<file path="src/rtl/imem_loader_pkg.sv">
// Shared definitions for the instruction-memory boot loader.
package imem_loader_pkg;

    // Number of instruction words in the fetch-side memory.
    localparam int unsigned ImDepth = 1024;

    // PC that corresponds to word index 0.
    localparam logic [31:0] ImBasePc = 32'h0000_3000;

    typedef enum logic [2:0] {
        StHdrHi = 3'd0,
        StHdrLo = 3'd1,
        StData  = 3'd2,
        StCsum  = 3'd3,
        StDone  = 3'd4,
        StErr   = 3'd5
    } state_e;

endpackage

</file>
<file path="src/rtl/imem_loader_byte_word_packer.sv">
// Packs a byte stream into big-endian 32-bit words and pulses word_valid_o
// the cycle after the fourth byte of each word is accepted.
module imem_loader_byte_word_packer (
    input  logic        clk_i,
    input  logic        rst_ni,
    input  logic        flush_i,
    input  logic        byte_valid_i,
    input  logic [7:0]  byte_i,
    output logic [1:0]  lane_o,
    output logic [31:0] word_o,
    output logic        word_valid_o
);

    logic [23:0] shift_q, shift_d;
    logic [1:0]  lane_q, lane_d;
    logic [31:0] word_q, word_d;
    logic        valid_q, valid_d;

    // Next-state: shift bytes in, capture the full word on the lane-3 byte.
    always_comb begin
        shift_d = shift_q;
        lane_d  = lane_q;
        word_d  = word_q;
        valid_d = 1'b0;
        if (flush_i) begin
            shift_d = '0;
            lane_d  = '0;
            word_d  = '0;
        end else if (byte_valid_i) begin
            shift_d = {shift_q[15:0], byte_i};
            lane_d  = lane_q + 2'd1;
            if (lane_q == 2'd3) begin
                word_d  = {shift_q, byte_i};
                valid_d = 1'b1;
            end
        end
    end

    // State registers; reset discards any partially assembled word.
    always_ff @(posedge clk_i or negedge rst_ni) begin
        if (!rst_ni) begin
            shift_q <= '0;
            lane_q  <= '0;
            word_q  <= '0;
            valid_q <= 1'b0;
        end else begin
            shift_q <= shift_d;
            lane_q  <= lane_d;
            word_q  <= word_d;
            valid_q <= valid_d;
        end
    end

    assign lane_o       = lane_q;
    assign word_o       = word_q;
    assign word_valid_o = valid_q;

endmodule

</file>
<file path="src/rtl/imem_loader.sv">
// Boot-time loader: parses a framed byte stream, writes words to the
// instruction memory and releases the CPU once the checksum is verified.
module imem_loader
    import imem_loader_pkg::*;
#(
    parameter int unsigned Depth    = ImDepth,
    parameter int unsigned MaxWords = Depth
) (
    input  logic                     clk_i,
    input  logic                     rst_ni,
    input  logic                     in_valid_i,
    input  logic [7:0]               in_data_i,
    output logic                     in_ready_o,
    input  logic                     clear_i,
    output logic                     im_we_o,
    output logic [$clog2(Depth)-1:0] im_addr_o,
    output logic [31:0]              im_wdata_o,
    output logic                     cpu_reset_o,
    output logic                     done_o,
    output logic                     error_o
);

    localparam int unsigned AddrW     = $clog2(Depth);
    // One extra bit so a full-depth frame can be counted without wrapping.
    localparam int unsigned CntW      = AddrW + 1;
    localparam logic [15:0] MaxWordsW = 16'(MaxWords);

    state_e           state_q, state_d;
    logic [15:0]      count_q, count_d;
    logic [CntW-1:0]  wcnt_q, wcnt_d;
    logic [7:0]       csum_q, csum_d;
    logic [AddrW-1:0] addr_q, addr_d;

    logic        take;
    logic [15:0] hdr;
    logic        pk_valid, pk_flush, pk_word_valid;
    logic [1:0]  pk_lane;
    logic [31:0] pk_word;

    assign in_ready_o = (state_q == StHdrHi) || (state_q == StHdrLo) ||
                        (state_q == StData)  || (state_q == StCsum);
    assign take       = in_valid_i && in_ready_o;
    assign hdr        = {count_q[15:8], in_data_i};

    // Frame FSM next-state, counters and checksum accumulator.
    always_comb begin
        state_d  = state_q;
        count_d  = count_q;
        wcnt_d   = wcnt_q;
        csum_d   = csum_q;
        addr_d   = addr_q;
        pk_valid = 1'b0;
        pk_flush = 1'b0;
        unique case (state_q)
            StHdrHi: begin
                if (take) begin
                    count_d[15:8] = in_data_i;
                    state_d       = StHdrLo;
                end
            end
            StHdrLo: begin
                if (take) begin
                    count_d[7:0] = in_data_i;
                    if (hdr == 16'd0 || hdr > MaxWordsW) begin
                        state_d = StErr;
                    end else begin
                        state_d  = StData;
                        wcnt_d   = '0;
                        csum_d   = '0;
                        pk_flush = 1'b1;
                    end
                end
            end
            StData: begin
                if (take) begin
                    pk_valid = 1'b1;
                    csum_d   = csum_q ^ in_data_i;
                    if (pk_lane == 2'd3) begin
                        addr_d = wcnt_q[AddrW-1:0];
                        wcnt_d = wcnt_q + 1'b1;
                        if (16'(wcnt_q) + 16'd1 == count_q) begin
                            state_d = StCsum;
                        end
                    end
                end
            end
            StCsum: begin
                if (take) begin
                    state_d = (in_data_i == csum_q) ? StDone : StErr;
                end
            end
            StDone, StErr: begin
                if (clear_i) begin
                    state_d  = StHdrHi;
                    count_d  = '0;
                    wcnt_d   = '0;
                    csum_d   = '0;
                    pk_flush = 1'b1;
                end
            end
            default: state_d = StHdrHi;
        endcase
    end

    // FSM and datapath registers.
    always_ff @(posedge clk_i or negedge rst_ni) begin
        if (!rst_ni) begin
            state_q <= StHdrHi;
            count_q <= '0;
            wcnt_q  <= '0;
            csum_q  <= '0;
            addr_q  <= '0;
        end else begin
            state_q <= state_d;
            count_q <= count_d;
            wcnt_q  <= wcnt_d;
            csum_q  <= csum_d;
            addr_q  <= addr_d;
        end
    end

    imem_loader_byte_word_packer u_packer (
        .clk_i        (clk_i),
        .rst_ni       (rst_ni),
        .flush_i      (pk_flush),
        .byte_valid_i (pk_valid),
        .byte_i       (in_data_i),
        .lane_o       (pk_lane),
        .word_o       (pk_word),
        .word_valid_o (pk_word_valid)
    );

    assign im_we_o     = pk_word_valid;
    assign im_addr_o   = addr_q;
    assign im_wdata_o  = pk_word;
    assign done_o      = (state_q == StDone);
    assign error_o     = (state_q == StErr);
    assign cpu_reset_o = (state_q != StDone);

endmodule

</file>
<file path="config.mk">
export PLATFORM = sky130hd
export DESIGN_NAME = imem_loader
export DESIGN_NICKNAME = d
export VERILOG_FILES = /design/src/rtl/imem_loader_pkg.sv /design/src/rtl/imem_loader_byte_word_packer.sv /design/src/rtl/imem_loader.sv
export SDC_FILE = /design/constraint.sdc
export NUM_CORES = 1
export LEC_CHECK = 0
export ABC_AREA = 1
export CELL_PAD_IN_SITES_DETAIL_PLACEMENT = 1
export CELL_PAD_IN_SITES_GLOBAL_PLACEMENT = 1
export CORE_UTILIZATION = 38
export DETAILED_ROUTE_END_ITERATION = 8
export PLACE_DENSITY = 0.86
export SYNTH_ARGS = -nofsm -noshare
export SYNTH_HDL_FRONTEND = slang
export SYNTH_SLANG_ARGS = --single-unit
</file>
<file path="constraint.sdc">
create_clock -name clk_i -period 1.55 [get_ports clk_i]
set_input_delay 0.2325 -clock clk_i [delete_from_list [all_inputs] [get_ports clk_i]]
set_output_delay 0.2325 -clock clk_i [all_outputs]
set_load 0.05 [all_outputs]
</file>
==> metrics.csv <==
metric,value,unit
drive_above_1_share,0.543,
crit_path_end_kind,register,
max-slew-margin-rel,0.694,
placed_cell_area,6370,um^2
wl_met1,8.50,mm
syn_to_final_growth,60.3,%
finalHoldViolations,0,
fmaxAchievable,480,MHz
dr.pass1.iters,4,
htreeDepth,3,
period_share,1.34,
powerDensity,1970,nW/um^2
worst_slew_pin_slew,0.456,ns
synth_compound_area_frac,0.116,
totalWireLength,23.0,mm
first_iter_violations,311,
synth_area_leaders,"dfrtp_1, nand2_1, inv_1",
yosysWarningCount,0,
grt_usage,0.251,
synth-xor-area-share,0.0192,
fin_util,0.630,
synthAdderAreaFrac,0.00498,
cts.path.max_buffers,2,
numCtsBuffers,9,
vdd_drop_max,0.857,mV
crit_fanout,6,
die_h,117,um
start_util,0.393,
stdcell_count,927,
drc,0,
clock_sinks,107,
synth_simple_gate_area_frac,0.243,
multi_input_area,2830,um^2
routed_via_density,5.59,
fin_ws,-0.533,ns
post-dp-hpwl,11.7,mm
fin_crit,2.08,ns
ys_ff_latch,107,
wl_per_cell,24.8,um
io_pins,59,
outcome,"complete, but fails checks",
cellLeakagePower,3.95,nW
ys_seq_area_frac,0.533,
met2_length,11.8,mm
antenna_found_initial,0,
cts.clk_slew.worst_paths,0.08,ns
clkLatencyLatePin,0.37,ns
syn_area,5020,um^2
n_antenna_cell,0,
ant_nets,0,
ys_types,30,
die_area,13700,um^2
finalNetCount,765,
cts_tree,done,
synth_top_family_by_area,simple AND/OR/NAND/NOR gates,
vias,5186,
worstPathArrival,2.39,ns
coreArea,12800,um^2
placed_cells,878,
synth.area.mux_share,0,
crit_required,1.86,ns
rsz0062_at_grt,yes,
maxCapViolCount,0,
violations,setup timing,
finalHoldWorstSlack,0.311,ns
top_layer,met4,
synth_top_area_frac,0.533,
setup_viol_count_final,108,
seqCellArea,2680,um^2
setup.worst_path.class,reg2reg,
port_buffers,58,
syn_inst,589,
grt-ovfl-total,0,
maxSlewViolCount,0,
grt_max_degree,41,
grt_pass1_vias,4994,
yosys.area.top_type,dfrtp_1,
cp-start-kind,register,
worstHoldPathType,in2reg,
syn_avg_cell_area,8.53,um^2
syn_nets,603,
finalClockSkew,0.0110,ns
total_power,15.9,mW
grt_pass1_wl,25.4,mm
met3_length,992,um
nFillCells,1374,
die_x,117,um
root_buffer,clkbuf_16,
final_area,8050,um^2
fp-row-count,41,
place_congestion,0.839,
## worst max-delay path, cell delays in order (launching register included)
cell	delay [ns]
dfrtp_1	0.45
ha_4	0.23
nand3_1	0.11
nand2_1	0.10
nand3_1	0.17
nand3_1	0.14
nor2_1	0.17
nand2_1	0.12
nor2_1	0.14
nand3_1	0.14
nand2_1	0.11
nand2_1	0.07
nand2_1	0.06
## path summary, 6_finish.rpt
path / from / endpoint / slack [ns] / cells past startpoint
max in group asynchronous: rst_ni / state_q[0] / 0.56 / 3
min: in_data_i[5] / u_packer.word_o[5] / 0.31 / 4
min in group asynchronous: rst_ni / csum_q[7] / 0.35 / 2
max: wcnt_q[1] / state_q[0] / -0.53 / 12
max reg2reg: wcnt_q[1] / state_q[0] / -0.53 / 12
min reg2reg: im_addr_o[5] / im_addr_o[5] / 0.49 / 2
## routing by layer
| layer | track usage | up-vias |
|---|---|---|
| met3 | 0.0268 | 124 |
| met1 | 0.293 | 2661 |
| met5 | 0 | - |
| met2 | 0.456 | 219 |
| li1 | - | 2182 |
| met4 | 0.129 | 0 |
## cells by family after synthesis
kind of cell	after synthesis
AOI/OAI and AO/OA	96
xor gates and xnor gates	11
adders and majority gates	2
buffers and inverters	89
DFF	107
and+or+nand+nor	284
## synthesized netlist by cell type (all sizes together)
master and number:
a21oi 3, and2 1, buf 16, clkbuf 3, dfrtp 107, ha 2
inv 70, nand2 205, nand3 23, nand3b 2, nand4 6, nor2 39
nor3 4, o21ai 92, o221ai 1, or2 4, xnor2 7, xor2 4
## placed cells by master (no fill, tap or decap), types with 9 or more instances in the layout
cell type	n
nand2_1	92
buf_6	9
inv_2	14
buf_12	16
nor2_1	23
nand2_4	64
nand3_1	19
buf_4	117
nor2_4	10
nand2_2	47
dfrtp_1	102
clkbuf_16	19
o21ai_1	17
o21ai_2	68
inv_1	50
## flip-flops by register name, summed over array words and instances, names as in the netlist, 2 cells and up
| signal | cells |
|---|---|
| csum_q | 8 |
| u_packer.lane_o | 2 |
| state_q | 3 |
| u_packer.word_o | 32 |
| count_q | 16 |
| im_addr_o | 10 |
| u_packer.shift_q | 24 |
| wcnt_q | 11 |
## where the power goes
part           switching (mW)  internal, mW
combinational            5.33          3.79
sequential              0.877          3.53
clock                    1.24          1.13
total                    7.45          8.44
## area by class of cell
class,instances,share of cell area
Clock buffer,9,0.0280
Sequential cell,107,0.333
Timing Repair Buffer,169,0.218
Multi-Input combinational cell,394,0.352
Clock inverter,6,0.00715
Tap cell,172,0.0267
Inverter,70,0.0351
## timing repair
action,CTS,global route
endpoints found under the hold margin,27,0
hold buffers,1,0
pin swaps,2,24
gates resized for setup,37,279
setup buffers,1,19
gates cloned,0,15
endpoints found under the setup margin,95,101
## per-stage QoR
stage	worst slack, ns	TNS (ns)
5_1_grt	-0.567	-32.87
4_1_cts	-0.261	-5.99
6_report	-0.533	-28.17
3_3_place_gp	-0.432	-33.83
2_1_floorplan	-0.108	-6.64
3_5_place_dp	-0.617	-44.91
No activity file was read; power rests on OpenSTA's default activity.
